## src/rtl/collision_flag_updater_if.sv

```systemverilog
// Bus between the collision controller and the flag updater.
// The controller (master) drives pair requests; the updater (slave) returns the published flags.
interface collision_flag_updater_if #(
   parameter int N_SPRITE  = 32,
   parameter int SEL_BITS  = 5,
   parameter int DATA_BITS = 32
);
   logic                 enable_refresh_flags;
   logic                 reset_refresh_mod;
   logic                 analyze_process_finished;
   logic [SEL_BITS-1:0]  number_of_mobile_sprite;
   logic [SEL_BITS-1:0]  number_of_comparison_sprite;
   logic [DATA_BITS-1:0] out_m_sprite;
   logic [DATA_BITS-1:0] out_c_sprite;
   logic [N_SPRITE-1:0]  collision_flags;
   logic                 flags_valid;
   logic [7:0]           collision_count;

   modport master (
      output enable_refresh_flags, reset_refresh_mod, analyze_process_finished,
      output number_of_mobile_sprite, number_of_comparison_sprite,
      output out_m_sprite, out_c_sprite,
      input  collision_flags, flags_valid, collision_count
   );

   modport slave (
      input  enable_refresh_flags, reset_refresh_mod, analyze_process_finished,
      input  number_of_mobile_sprite, number_of_comparison_sprite,
      input  out_m_sprite, out_c_sprite,
      output collision_flags, flags_valid, collision_count
   );
endinterface

```

## src/rtl/collision_flag_updater.sv

```systemverilog
// Three-stage sprite pair overlap pipeline that accumulates sticky per-sprite collision
// flags and publishes a snapshot once the collision pass has finished and the pipeline drained.
module collision_flag_updater #(
   parameter int N_SPRITE    = 32,
   parameter int SEL_BITS    = 5,
   parameter int DATA_BITS   = 32,
   parameter int SPRITE_SIZE = 20
) (
   input logic clk,
   input logic reset,
   collision_flag_updater_if.slave bus
);
   typedef enum logic [1:0] {
      ST_IDLE    = 2'd0,
      ST_DRAIN   = 2'd1,
      ST_PUBLISH = 2'd2
   } state_t;

   // Magnitude of the difference of two 10-bit coordinates.
   function automatic logic [10:0] abs_diff(input logic [9:0] a, input logic [9:0] b);
      logic signed [10:0] d_s;
      d_s = $signed({1'b0, a}) - $signed({1'b0, b});
      abs_diff = d_s[10] ? $unsigned(-d_s) : $unsigned(d_s);
   endfunction

   state_t               state_r, state_next_s;
   logic                 en_prev_r, fin_prev_r;
   logic                 req_edge_s, fin_fall_s;
   logic                 s1_valid_r, s1_act_m_r, s1_act_c_r;
   logic [SEL_BITS-1:0]  s1_idx_m_r, s1_idx_c_r;
   logic [9:0]           s1_xm_r, s1_ym_r, s1_xc_r, s1_yc_r;
   logic                 hit_s;
   logic                 s2_valid_r, s2_hit_r;
   logic [SEL_BITS-1:0]  s2_idx_m_r, s2_idx_c_r;
   logic [N_SPRITE-1:0]  set_mask_s, working_r, working_next_s;
   logic [7:0]           pair_cnt_r, pair_cnt_next_s;
   logic [N_SPRITE-1:0]  collision_flags_r;
   logic [7:0]           collision_count_r;
   logic                 flags_valid_r;

   assign req_edge_s = bus.enable_refresh_flags & ~en_prev_r;
   assign fin_fall_s = ~bus.analyze_process_finished & fin_prev_r;

   // Edge-detect history and the S1 capture stage.
   always_ff @(posedge clk) begin
      if (!reset) begin
         en_prev_r  <= 1'b0;
         fin_prev_r <= 1'b0;
         s1_valid_r <= 1'b0;
         s1_act_m_r <= 1'b0;
         s1_act_c_r <= 1'b0;
         s1_idx_m_r <= '0;
         s1_idx_c_r <= '0;
         s1_xm_r    <= 10'd0;
         s1_ym_r    <= 10'd0;
         s1_xc_r    <= 10'd0;
         s1_yc_r    <= 10'd0;
      end else begin
         en_prev_r  <= bus.enable_refresh_flags;
         fin_prev_r <= bus.analyze_process_finished;
         s1_valid_r <= req_edge_s & bus.reset_refresh_mod;
         if (req_edge_s) begin
            s1_act_m_r <= bus.out_m_sprite[29];
            s1_act_c_r <= bus.out_c_sprite[29];
            s1_idx_m_r <= bus.number_of_mobile_sprite;
            s1_idx_c_r <= bus.number_of_comparison_sprite;
            s1_xm_r    <= bus.out_m_sprite[28:19];
            s1_ym_r    <= bus.out_m_sprite[18:9];
            s1_xc_r    <= bus.out_c_sprite[28:19];
            s1_yc_r    <= bus.out_c_sprite[18:9];
         end else begin
            s1_act_m_r <= s1_act_m_r;
            s1_act_c_r <= s1_act_c_r;
            s1_idx_m_r <= s1_idx_m_r;
            s1_idx_c_r <= s1_idx_c_r;
            s1_xm_r    <= s1_xm_r;
            s1_ym_r    <= s1_ym_r;
            s1_xc_r    <= s1_xc_r;
            s1_yc_r    <= s1_yc_r;
         end
      end
   end

   // Out-of-range indices never count as a hit, so they neither set flags nor count.
   assign hit_s = s1_act_m_r & s1_act_c_r & (s1_idx_m_r != s1_idx_c_r)
                & (32'(s1_idx_m_r) < 32'(N_SPRITE)) & (32'(s1_idx_c_r) < 32'(N_SPRITE))
                & (abs_diff(s1_xm_r, s1_xc_r) < 11'(SPRITE_SIZE))
                & (abs_diff(s1_ym_r, s1_yc_r) < 11'(SPRITE_SIZE));

   // S2 stage: registered hit decision.
   always_ff @(posedge clk) begin
      if (!reset) begin
         s2_valid_r <= 1'b0;
         s2_hit_r   <= 1'b0;
         s2_idx_m_r <= '0;
         s2_idx_c_r <= '0;
      end else begin
         s2_valid_r <= s1_valid_r & bus.reset_refresh_mod;
         s2_hit_r   <= hit_s;
         s2_idx_m_r <= s1_idx_m_r;
         s2_idx_c_r <= s1_idx_c_r;
      end
   end

   // S3 update: sticky flag set and saturating pair count; clear wins.
   always_comb begin
      set_mask_s      = '0;
      working_next_s  = working_r;
      pair_cnt_next_s = pair_cnt_r;
      for (int i = 0; i < N_SPRITE; i++) begin
         if ((s2_idx_m_r == SEL_BITS'(i)) || (s2_idx_c_r == SEL_BITS'(i))) begin
            set_mask_s[i] = 1'b1;
         end else begin
            set_mask_s[i] = 1'b0;
         end
      end
      if (!bus.reset_refresh_mod) begin
         working_next_s  = '0;
         pair_cnt_next_s = 8'd0;
      end else if (s2_valid_r && s2_hit_r) begin
         working_next_s  = working_r | set_mask_s;
         pair_cnt_next_s = (pair_cnt_r == 8'd255) ? 8'd255 : pair_cnt_r + 8'd1;
      end else begin
         working_next_s  = working_r;
         pair_cnt_next_s = pair_cnt_r;
      end
   end

   // Publish FSM next state.
   always_comb begin
      state_next_s = state_r;
      case (state_r)
         ST_IDLE: begin
            if (fin_fall_s) state_next_s = ST_DRAIN;
            else            state_next_s = ST_IDLE;
         end
         ST_DRAIN: begin
            if (!bus.reset_refresh_mod)                          state_next_s = ST_IDLE;
            else if (!s1_valid_r && !s2_valid_r && !req_edge_s) state_next_s = ST_PUBLISH;
            else                                                  state_next_s = ST_DRAIN;
         end
         ST_PUBLISH: state_next_s = ST_IDLE;
         default:    state_next_s = ST_IDLE;
      endcase
   end

   // Working state, FSM register and published snapshot.
   always_ff @(posedge clk) begin
      if (!reset) begin
         state_r           <= ST_IDLE;
         working_r         <= '0;
         pair_cnt_r        <= 8'd0;
         collision_flags_r <= '0;
         collision_count_r <= 8'd0;
         flags_valid_r     <= 1'b0;
      end else begin
         state_r    <= state_next_s;
         working_r  <= working_next_s;
         pair_cnt_r <= pair_cnt_next_s;
         if (state_r == ST_PUBLISH) begin
            collision_flags_r <= working_next_s;
            collision_count_r <= pair_cnt_next_s;
            flags_valid_r     <= 1'b1;
         end else begin
            collision_flags_r <= collision_flags_r;
            collision_count_r <= collision_count_r;
            flags_valid_r     <= 1'b0;
         end
      end
   end

   assign bus.collision_flags = collision_flags_r;
   assign bus.collision_count = collision_count_r;
   assign bus.flags_valid     = flags_valid_r;
endmodule

```

## src/flat_wrapper.sv

```systemverilog
// flat-port wrapper written by rule: the top's interface ports become plain ports
module collision_flag_updater_flat 
#(
   parameter int N_SPRITE    = 32,
   parameter int SEL_BITS    = 5,
   parameter int DATA_BITS   = 32,
   parameter int SPRITE_SIZE = 20
)
  (clk, reset, bus_enable_refresh_flags, bus_reset_refresh_mod, bus_analyze_process_finished, bus_number_of_mobile_sprite, bus_number_of_comparison_sprite, bus_out_m_sprite, bus_out_c_sprite, bus_collision_flags, bus_flags_valid, bus_collision_count);
  collision_flag_updater_if #(.N_SPRITE(N_SPRITE), .SEL_BITS(SEL_BITS), .DATA_BITS(DATA_BITS)) bus_i ();
  input logic clk;
  input logic reset;
  input wire logic [$bits(bus_i.enable_refresh_flags)-1:0] bus_enable_refresh_flags;
  input wire logic [$bits(bus_i.reset_refresh_mod)-1:0] bus_reset_refresh_mod;
  input wire logic [$bits(bus_i.analyze_process_finished)-1:0] bus_analyze_process_finished;
  input wire logic [$bits(bus_i.number_of_mobile_sprite)-1:0] bus_number_of_mobile_sprite;
  input wire logic [$bits(bus_i.number_of_comparison_sprite)-1:0] bus_number_of_comparison_sprite;
  input wire logic [$bits(bus_i.out_m_sprite)-1:0] bus_out_m_sprite;
  input wire logic [$bits(bus_i.out_c_sprite)-1:0] bus_out_c_sprite;
  output wire logic [$bits(bus_i.collision_flags)-1:0] bus_collision_flags;
  output wire logic [$bits(bus_i.flags_valid)-1:0] bus_flags_valid;
  output wire logic [$bits(bus_i.collision_count)-1:0] bus_collision_count;
  assign bus_i.enable_refresh_flags = bus_enable_refresh_flags;
  assign bus_i.reset_refresh_mod = bus_reset_refresh_mod;
  assign bus_i.analyze_process_finished = bus_analyze_process_finished;
  assign bus_i.number_of_mobile_sprite = bus_number_of_mobile_sprite;
  assign bus_i.number_of_comparison_sprite = bus_number_of_comparison_sprite;
  assign bus_i.out_m_sprite = bus_out_m_sprite;
  assign bus_i.out_c_sprite = bus_out_c_sprite;
  assign bus_collision_flags = bus_i.collision_flags;
  assign bus_flags_valid = bus_i.flags_valid;
  assign bus_collision_count = bus_i.collision_count;
  collision_flag_updater #(.N_SPRITE(N_SPRITE), .SEL_BITS(SEL_BITS), .DATA_BITS(DATA_BITS), .SPRITE_SIZE(SPRITE_SIZE)) u_core (.clk(clk), .reset(reset), .bus(bus_i));
endmodule
```

## config.mk

```make
export PLATFORM = sky130hd
export DESIGN_NAME = collision_flag_updater_flat
export DESIGN_NICKNAME = d
export VERILOG_FILES = /design/src/rtl/collision_flag_updater_if.sv /design/src/rtl/collision_flag_updater.sv /design/src/flat_wrapper.sv
export SDC_FILE = /design/constraint.sdc
export NUM_CORES = 1
export LEC_CHECK = 0
export CAP_MARGIN = 40
export CORE_MARGIN = 4
export CORE_UTILIZATION = 35
export CTS_CLUSTER_SIZE = 28
export DETAILED_ROUTE_END_ITERATION = 12
export PLACE_DENSITY = 0.68
export SETUP_SLACK_MARGIN = 0.2
export SLEW_MARGIN = 25
export SYNTH_ARGS = -nofsm -noshare
export SYNTH_HDL_FRONTEND = slang
export SYNTH_SLANG_ARGS = --single-unit
```

## constraint.sdc

```tcl
create_clock -name clk -period 4.6 [get_ports clk]
set_input_delay 0.69 -clock clk [delete_from_list [all_inputs] [get_ports clk]]
set_output_delay 0.69 -clock clk [all_outputs]
set_load 0.05 [all_outputs]
```

-- Word-level counts from Yosys, hierarchy flattened
Index checks and enable logic that the tools add are counted.
- $lt $le $gt $ge: 2
- equality and inequality tests: 66
- bitwise logic cells: 11
- reductions and logical operators: 41
- multiplexer cells: 44
- add/subtract/negate cells: 5
- operators by type and width (kind ; count):
    5-bit == test, second input constant ; 32
    5-bit by 4-bit == test with 1-bit output, second input constant ; 16
    32-bit two-way mux ; 2
    5-bit by 3-bit == test with 1-bit output, second input constant ; 8
    1-bit two-way mux ; 34
    1-bit logical OR ; 32
    32-bit bitwise OR ; 1
    8-bit two-way mux ; 3
    11-bit by 5-bit < comparator with 1-bit output, second input constant ; 2
    11-bit two-way mux ; 2
    11-bit negation ; 2
    10-bit by 10-bit subtractor with 11-bit output ; 2
    5-bit by 2-bit == test with 1-bit output, second input constant ; 4
    5-bit by 1-bit == test with 1-bit output, second input constant ; 2
    5-bit logical NOT ; 2
    8-bit by 1-bit adder with 8-bit output, second input constant ; 1
    1-bit bitwise AND ; 8
    8-bit == test, second input constant ; 1
    5-bit != test ; 1
    2-bit two-way mux ; 2
    2-bit case mux with 2 select lines ; 1
    1-bit logical AND ; 3
    1-bit logical NOT ; 3
    2-bit by 1-bit == test with 1-bit output, second input constant ; 1
    other kinds (3) ; 4
- output and inout bits: 41
- input bits: 79
- logic and storage cells: 190
- register bits: 150

-- Depth between registers and ports, before layout
Gate-level depths: netlist of the first run.
- depth in word-level cells: 7
- mapped depth: 12
- gate-level depth less buffers: 12

-- Least setup slack after synthesis of the first run
OpenSTA, ideal clock, no wires.
- path kind: register to register
- start point: reg u_core.s1_xm_r[0]
- end point: reg u_core.s2_hit_r
- arrival: 2.761 ns
- slack: 1.735 ns
- setup time: 0.103 ns
- period minus slack after synthesis: 2.865 ns
- buffers on the path: 0
- data required time: 4.497 ns
- stages on the path, launching flop included: 13
- path through: dfxtp_1 inv_1 ha_1 inv_1 fa_1 a21o_1 a221oi_4 o21bai_2 a221o_1 nor2_2 mux2i_1 a2111o_1 a2111oi_2
- cells in the longest elaborated chain, start to end: 6
- ends and longest elaborated chain (element ; RTL line ; text):
    start, declared ; collision_flag_updater.sv:31 ; logic [9:0] s1_xm_r, s1_ym_r, s1_xc_r, s1_yc_r;
    start signal, assigned ; collision_flag_updater.sv:67 ; s1_xm_r <= bus.out_m_sprite[28:19];
    start signal, assigned ; collision_flag_updater.sv:76 ; s1_xm_r <= s1_xm_r;
    10-bit by 10-bit subtractor with 11-bit output (*) ; collision_flag_updater.sv:22 ; d_s = $signed({1'b0, a}) - $signed({1'b0, b});
    11-bit negation ; collision_flag_updater.sv:23 ; abs_diff = d_s[10] ? $unsigned(-d_s) : $unsigned(d_s);
    11-bit two-way mux (*) ; collision_flag_updater.sv:23 ;
    11-bit by 5-bit < comparator with 1-bit output (*) ; collision_flag_updater.sv:87 ; & (abs_diff(s1_xm_r, s1_xc_r) < 11'(SPRITE_SIZE))
    1-bit bitwise AND (*) ; collision_flag_updater.sv:87 ;
    1-bit bitwise AND (*) ; collision_flag_updater.sv:88 ; & (abs_diff(s1_ym_r, s1_yc_r) < 11'(SPRITE_SIZE));
    end signal, assigned ; collision_flag_updater.sv:99 ; s2_hit_r <= hit_s;
    end, declared ; collision_flag_updater.sv:33 ; logic s2_valid_r, s2_hit_r;
Every way passes the cells marked *; elsewhere a longest branch is shown, timed or not.
A chain may end at the register's enable or synchronous reset.

-- Final worst setup path of the first run
- start point: reg u_core.s1_yc_r[0]
- end point: reg u_core.s2_hit_r
- cells in the longest elaborated chain, start to end: 5
- ends and longest elaborated chain (element ; RTL line ; text):
    start, declared ; collision_flag_updater.sv:31 ;
    start signal, assigned ; collision_flag_updater.sv:70 ; s1_yc_r <= bus.out_c_sprite[18:9];
    start signal, assigned ; collision_flag_updater.sv:79 ; s1_yc_r <= s1_yc_r;
    10-bit by 10-bit subtractor with 11-bit output (*) ; collision_flag_updater.sv:22 ;
    11-bit negation ; collision_flag_updater.sv:23 ;
    11-bit two-way mux (*) ; collision_flag_updater.sv:23 ;
    11-bit by 5-bit < comparator with 1-bit output (*) ; collision_flag_updater.sv:88 ;
    1-bit bitwise AND (*) ; collision_flag_updater.sv:88 ;
Marked as above.

==> results by group, run 1 <==
Power
  – VDD IR max: 0.000249 V
  – Net Sw Frac: 26.5%
  – Comb pwr share: 13.6%
  – Pint: 2.30 mW
  – P_leak: 3.09 nW
  – Total Power: 3.13 mW
  – Clock power frac: 43.3%
  – Switching pwr: 0.830 mW
  – PD cells: 373 nW/um2
  – Seq pwr share: 43.1%

Cells and area
  – Register area: 3000 um2
  – Area grow syn2layout: 27.7%
  – ANT cells: 0
  – Commonest non-fill, non-tap cell in the layout: dfxtp_1
  – Area occupied by multi-input gates: 3330 um2
  – Commonest non-fill, non-tap cells in the layout: 150 x dfxtp_1, 132 x a21oi_1, 125 x nand2_1
  – Nets: 1003
  – Filler cell count in the final layout: 1799
  – Layout cells sized above 1: 7.00%
  – Fin cells: 1143

CTS
  – Max Root-Sink Buffers: 2
  – PostCTS Resize Cnt: 0
  – Clock root buffer: clkbuf_16
  – Post-CTS Setup Repair Bufs: 0
  – Hold buffers post-CTS: 0
  – Worst skew pair latency: 0.42 ns
  – Number of H-tree levels: 4
  – Number of CTS-inserted buffers: 17
  – Clock slew at reported path FFs: 0.06 ns
  – CTS Sinks: 150
  – CTS tree: built

Route
  – Routed WL: 15500 um
  – Remaining DRCs: 0
  – Top Metal Used: met5
  – Antenna-violating nets left: 0
  – Met3 wire len: 721 um
  – DR WL met2: 7250 um
  – DR vias/cell: 4.96
  – Detailed Routing Iterations Pass 1: 5
  – First DRT Iteration DRCs: 284
  – Drt wl/cell: 13.6 um
  – Post-Route M1 WL: 7430 um
  – DR vias: 5670

Logic synthesis
  – Synth async-reset ratio: 0%
  – Yosys cell types: 58
  – Synthesized area: 6580 um2
  – Mapped Avg Cell Area: 8.05 um2
  – Share of the synthesized area in the top cell type: 45.6%
  – Mapped Cells: 817
  – Largest cells by area after synthesis: dfxtp_1 46%, a21oi_1 10%, nand2_1 7.1%
  – #FFs+latches synth: 150
  – Ys Warns: 0
  – Biggest area consumer among synthesized cells: dfxtp_1
  – Main synth FF type: dfxtp_1
  – Sequential fraction of the synthesis area: 45.6%
  – Number of flops mapped to enable cells by yosys: 0
  – Net count after synthesis: 919

Die
  – Row count: 49
  – Initial core utilization: 36.1%
  – Die height: 145 um
  – # IOs: 120
  – Core area: 18200 um2
  – Die area: 21100 um2
  – Die width: 145 um

Place
  – Final HPWL DP: 11100 um
  – DP Cell Count: 1111
  – I/O Buffers: 97
  – Gpl congestion: 0.872

Flow run
  – Max Cap Viol: 0

Setup path
  – Startpoint Class: flip-flop
  – RR Startpoint: u_core.s1_yc_r[0]
  – Crit Path Class: flip-flop to flip-flop
  – Critical Path Source: u_core.s1_yc_r[0]
  – CP endpoint kind: flip-flop
  – Crit path arrival time: 3.50 ns
  – Worst Path Required: 4.92 ns
  – Crit-path max FO: 5

STA
  – Tightest Pin Transition: 0.541 ns
  – FMAX: 0.314 GHz
  – Period utilization: 69.2%
  – Slew Viols, Final: 0
  – Finish-stage setup viols: 0
  – Final min period: 3.18 ns
  – Setup TNS: 0 ns
  – Slew Limit Headroom: 64.0%
  – Unrepaired setup endpoints after global routing: false
  – Clock Skew: 0.0150 ns
  – Final hold viol count: 0

Global route
  – Grt ovf: 0
  – First-pass GRT wire length: 26300 um
  – Total GRT Usage: 14.8%
  – Number of global-route vias before repair: 5551
  – Antenna violations before repair: 1
  – Largest net degree at the start of global routing: 40

Min path
  – HP Start: u_core.s1_xc_r[2]
  – Hold Path Class: flip-flop to flip-flop

Run status
  – Status: completed
[path summary, 6_finish.rpt]
check / endpoint / slack, ns / cells after the start
max: u_core.s2_hit_r / 1.42 / 11
min: u_core.s1_xc_r[2] / 0.46 / 2
max reg2reg: u_core.s2_hit_r / 1.42 / 11
min reg2reg: u_core.s1_xc_r[2] / 0.46 / 2
[critical path, stage by stage (launching register included)]
cell	delay, ns
dfxtp_1	0.34
ha_1	0.16
inv_1	0.05
fa_1	0.42
a211oi_1	0.32
o21ai_1	0.13
a31oi_1	0.28
o21a_2	0.24
nand2b_1	0.09
or3_1	0.31
a2111o_1	0.38
a2111oi_2	0.34
[cell usage after synthesis, drive strengths merged (9+ instances only)]
cell type	instances
dfxtp	150
a21oi	132
nand2	125
nor2	113
clkbuf	40
o22ai	32
inv	25
ha	21
nand3	17
and2	15
nand2b	14
and3	10
nor3	10
xnor2	10
xor2	10
o21ai	9
[state kept, by name, indices dropped and copies added, names as in the netlist, 2 cells and up]
register and flops:
u_core.s1_ym_r 10, u_core.bus.collision_flags 32, u_core.s1_xm_r 10, u_core.s2_idx_c_r 5, u_core.pair_cnt_r 8, u_core.working_r 32, u_core.state_r 2, u_core.s1_yc_r 10
u_core.s1_idx_c_r 5, u_core.bus.collision_count 8, u_core.s1_xc_r 10, u_core.s2_idx_m_r 5, u_core.s1_idx_m_r 5
[final cells by class]
cell class | count | share of cell area (%)
inverter | 25 | 1.12
multi-input combinational | 600 | 39.7
sequential | 150 | 35.7
clock buffer | 18 | 5.23
timing repair buffer | 107 | 13.2
clock inverter | 14 | 1.68
tap | 229 | 3.41
[layer usage]
layer  track usage [%]  up-vias
li1                  -     2971
met4              4.51        2
met3              4.18        9
met5                 0        -
met2              24.3      117
met1              19.0     2571
[per-stage QoR]
stage / setup WS [ns] / hold WS [ns] / instance area (um2) / util [%]
floorplan: 1.74 / 0.436 / 6580 / -
global placement: 1.54 / 0.445 / 7730 / 42.5
detailed placement: 1.43 / 0.448 / 7820 / 43.0
CTS: 1.41 / 0.456 / 8400 / 46.2
global route: 1.15 / 0.469 / 8400 / 46.2
finish: 1.42 / 0.458 / 8400 / 46.2
[cell families after synthesis]
group	Yosys count	synth area share (%)
and+or+nand+nor	339	23.2
AOI/OAI and AO/OA	213	19.3
DFF	150	45.6
buffers and inverters	67	3.82
adders and majority gates	23	4.60
xor gates and xnor gates	20	2.66
muxes	5	0.761
[power groups by stage]
stage          Clock [mW]  Combinational (mW)  Sequential, mW
2_1_floorplan           0               0.305            1.37
3_3_place_gp            0               0.407            1.38
3_5_place_dp            0               0.426            1.38
4_1_cts              1.39               0.429            1.35
5_1_grt              1.44               0.480            1.35
6_report             1.36               0.428            1.35
(Power assumes the default switching activity.)
==> run 2, diff against run 1 <==
Settings changed: PLACE_DENSITY 0.68 to 0.7.
Clock period 4.6 ns to 2.9 ns, I/O delays scaled along.
==> run 2 against run 1 <==
Compared with the run above: final area is 1.3% higher; clock power is 69% higher; via count is 0.81% higher; flip-flop and latch count stayed put; sequential power is 59% higher; combinational power is 73% higher; power is 65% higher; sequential share of layout area is 0.47 points lower; largest cell class unchanged.
==> results by group, run 2 (same netlist as run 1, synthesis figures left out) <==
Cells and area
  – Layout cells sized above 1: 8.14%
  – Commonest non-fill, non-tap cells in the layout: 150 x dfxtp_1, 132 x a21oi_1, 125 x nand2_1
  – Area grow syn2layout: 29.5%
  – Final core occ: 46.8%
  – Nets: 1010
  – Commonest non-fill, non-tap cell in the layout: dfxtp_1
  – Final Cell Area: 8520 um2

Die
  – Initial core utilization: 36.1%
  – Die area: 21100 um2
  – Die height: 145 um
  – Row count: 49
  – Die width: 145 um
  – # IOs: 120
  – Core area: 18200 um2

Power
  – Net Sw Frac: 25.0%
  – Clock power frac: 44.3%
  – P_leak: 3.14 nW
  – Switching pwr: 1.30 mW
  – Seq pwr share: 41.4%
  – PD cells: 608 nW/um2
  – Comb pwr share: 14.3%
  – Pint: 3.88 mW
  – VDD IR max: 0.000391 V

Route
  – Drt wl/cell: 13.6 um
  – Antenna-violating nets left: 0
  – Routed WL: 15700 um
  – First DRT Iteration DRCs: 311
  – Detailed Routing Iterations Pass 1: 5
  – Remaining DRCs: 0
  – DR vias: 5716
  – DR vias/cell: 4.97

Global route
  – Number of global-route vias before repair: 5537
  – First-pass GRT wire length: 26400 um
  – Antenna violations before repair: 0
  – Grt ovf: 0
  – Largest net degree at the start of global routing: 53
  – Total GRT Usage: 14.9%

Setup path
  – Crit Path Class: flip-flop to flip-flop
  – Worst setup endpoint: u_core.s2_hit_r
  – Worst Path Required: 3.22 ns
  – Critical Path Source: u_core.s1_xm_r[0]
  – Most numerous cell on the critical path: inv_1
  – Crit-path max FO: 6
  – R2r endpoint: u_core.s2_hit_r
  – Crit path depth: 10
  – Slowest CP cell: or4b_4
  – R2r setup slk: 0.06 ns
  – CP cell instances: inv_1 -> ha_1 -> inv_1 -> fa_2 -> a21o_1 -> a221oi_4 -> o21bai_2 -> a221o_1 -> or4b_4 -> a2111oi_4
  – Reg2Reg Depth: 10
  – Buf/Inv on CP: 2
  – RR Startpoint: u_core.s1_xm_r[0]
  – CP endpoint kind: flip-flop
  – Crit-path max cell delay: 0.53 ns
  – Crit path arrival time: 3.15 ns
  – Top Family by Delay on Critical Path: compound AO/OA/AOI/OAI gates
  – Startpoint Class: flip-flop

CTS
  – Worst skew pair latency: 0.42 ns
  – Max Root-Sink Buffers: 2
  – Clock slew at reported path FFs: 0.06 ns
  – Hold buffers post-CTS: 0
  – CTS tree: built
  – CTS Sinks: 150
  – Number of CTS-inserted buffers: 17
  – Clock root buffer: clkbuf_16
  – Number of H-tree levels: 4

Place
  – Post-Place Setup Slack: -0.0923 ns
  – Cell area after placement: 7830 um2
  – I/O Buffers: 97
  – Gpl congestion: 0.866
  – Final HPWL DP: 11200 um

STA
  – Clock Skew: 0.00849 ns
  – Unrepaired setup endpoints after global routing: true
  – Slew Limit Headroom: 59.9%
  – Final min period: 2.84 ns
  – Post-route setup slack: 0.0628 ns
  – Finish-stage setup viols: 0
  – Final hold slack: 0.454 ns
  – Slew Viols, Final: 0
  – Tightest Pin Transition: 0.599 ns
  – Period utilization: 97.8%
  – Final hold viol count: 0
  – FMAX: 0.352 GHz

Run status
  – Status: completed

Flow run
  – Max Cap Viol: 0

Min path
  – Hold Path Class: flip-flop to flip-flop
## run 2: cell types whose count changed in the layout (fill, tap and decap cells not counted), sizes merged
cell / delta
buf: +7
inv: -2
clkbuf: +2
bufinv: +2
diode: +1
clkinvlp: -1
clkinv: -1
## run 2: layout make-up
cell class,instances,area (um2)
Antenna cell,1,2.50
Clock buffer,20,457
Clock inverter,12,166
Fill cell,1776,9690
Inverter,25,93.8
Multi-Input combinational cell,600,3380
Sequential cell,150,3000
Tap cell,229,287
Timing Repair Buffer,114,1130
## run 2: routing by layer
layer	vias up	GRT usage (%)	part of all wire [%]	wire length, um
met5	-	0	0	0
met4	0	5.08	1.3	202
met3	14	3.27	4.4	688
met2	117	24.5	46	7150
met1	2606	19.4	49	7610
li1	2979	-	-	-
## run 2: what timing repair did
action	CTS	global route
endpoints found under the hold margin	0	0
setup endpoints to repair	1	1
gates resized for setup	4	3
pin swaps	7	4
setup buffers	1	2
## run 2: worst min path at each step
| stage | from | to | cells after the start |
|---|---|---|---|
| after floorplan | u_core.s1_xc_r[1] | u_core.s1_xc_r[1] | 2 |
| after global placement | u_core.s1_xc_r[1] | u_core.s1_xc_r[1] | 2 |
| after detailed placement | u_core.bus.collision_count[1] | u_core.bus.collision_count[1] | 2 |
| after CTS | u_core.s1_act_m_r | u_core.s1_act_m_r | 2 |
| after global routing | u_core.s1_ym_r[8] | u_core.s1_ym_r[8] | 2 |
| final | u_core.s1_xc_r[5] | u_core.s1_xc_r[5] | 2 |
## run 2: tightest hold or removal path, delay by kind of cell (launching register included)
family	cells	cell delay, ns
flip-flops	1	0.31
AND/OR/NAND/NOR	1	0.05
AO/OA/AOI/OAI	1	0.05
## run 2: per-stage QoR
| stage | setup TNS [ns] | instances | total power, mW |
|---|---|---|---|
| after detailed placement | -0.0923 | 1115 | 2.88 |
| after global routing | -0.0736 | 1150 | 5.40 |
| final | 0 | 1151 | 5.18 |
| after global placement | 0 | 1115 | 2.87 |
| after floorplan | 0 | 817 | 2.66 |
| after CTS | -0.00183 | 1148 | 5.22 |
## run 2: power groups by stage
stage                     registers (mW)  logic, mW  clock network, mW
after global routing                2.15      0.820               2.44
final                               2.14      0.741               2.30
after floorplan                     2.18      0.486                  0
after detailed placement            2.19      0.695                  0
after CTS                           2.14      0.723               2.35
after global placement              2.19      0.680                  0
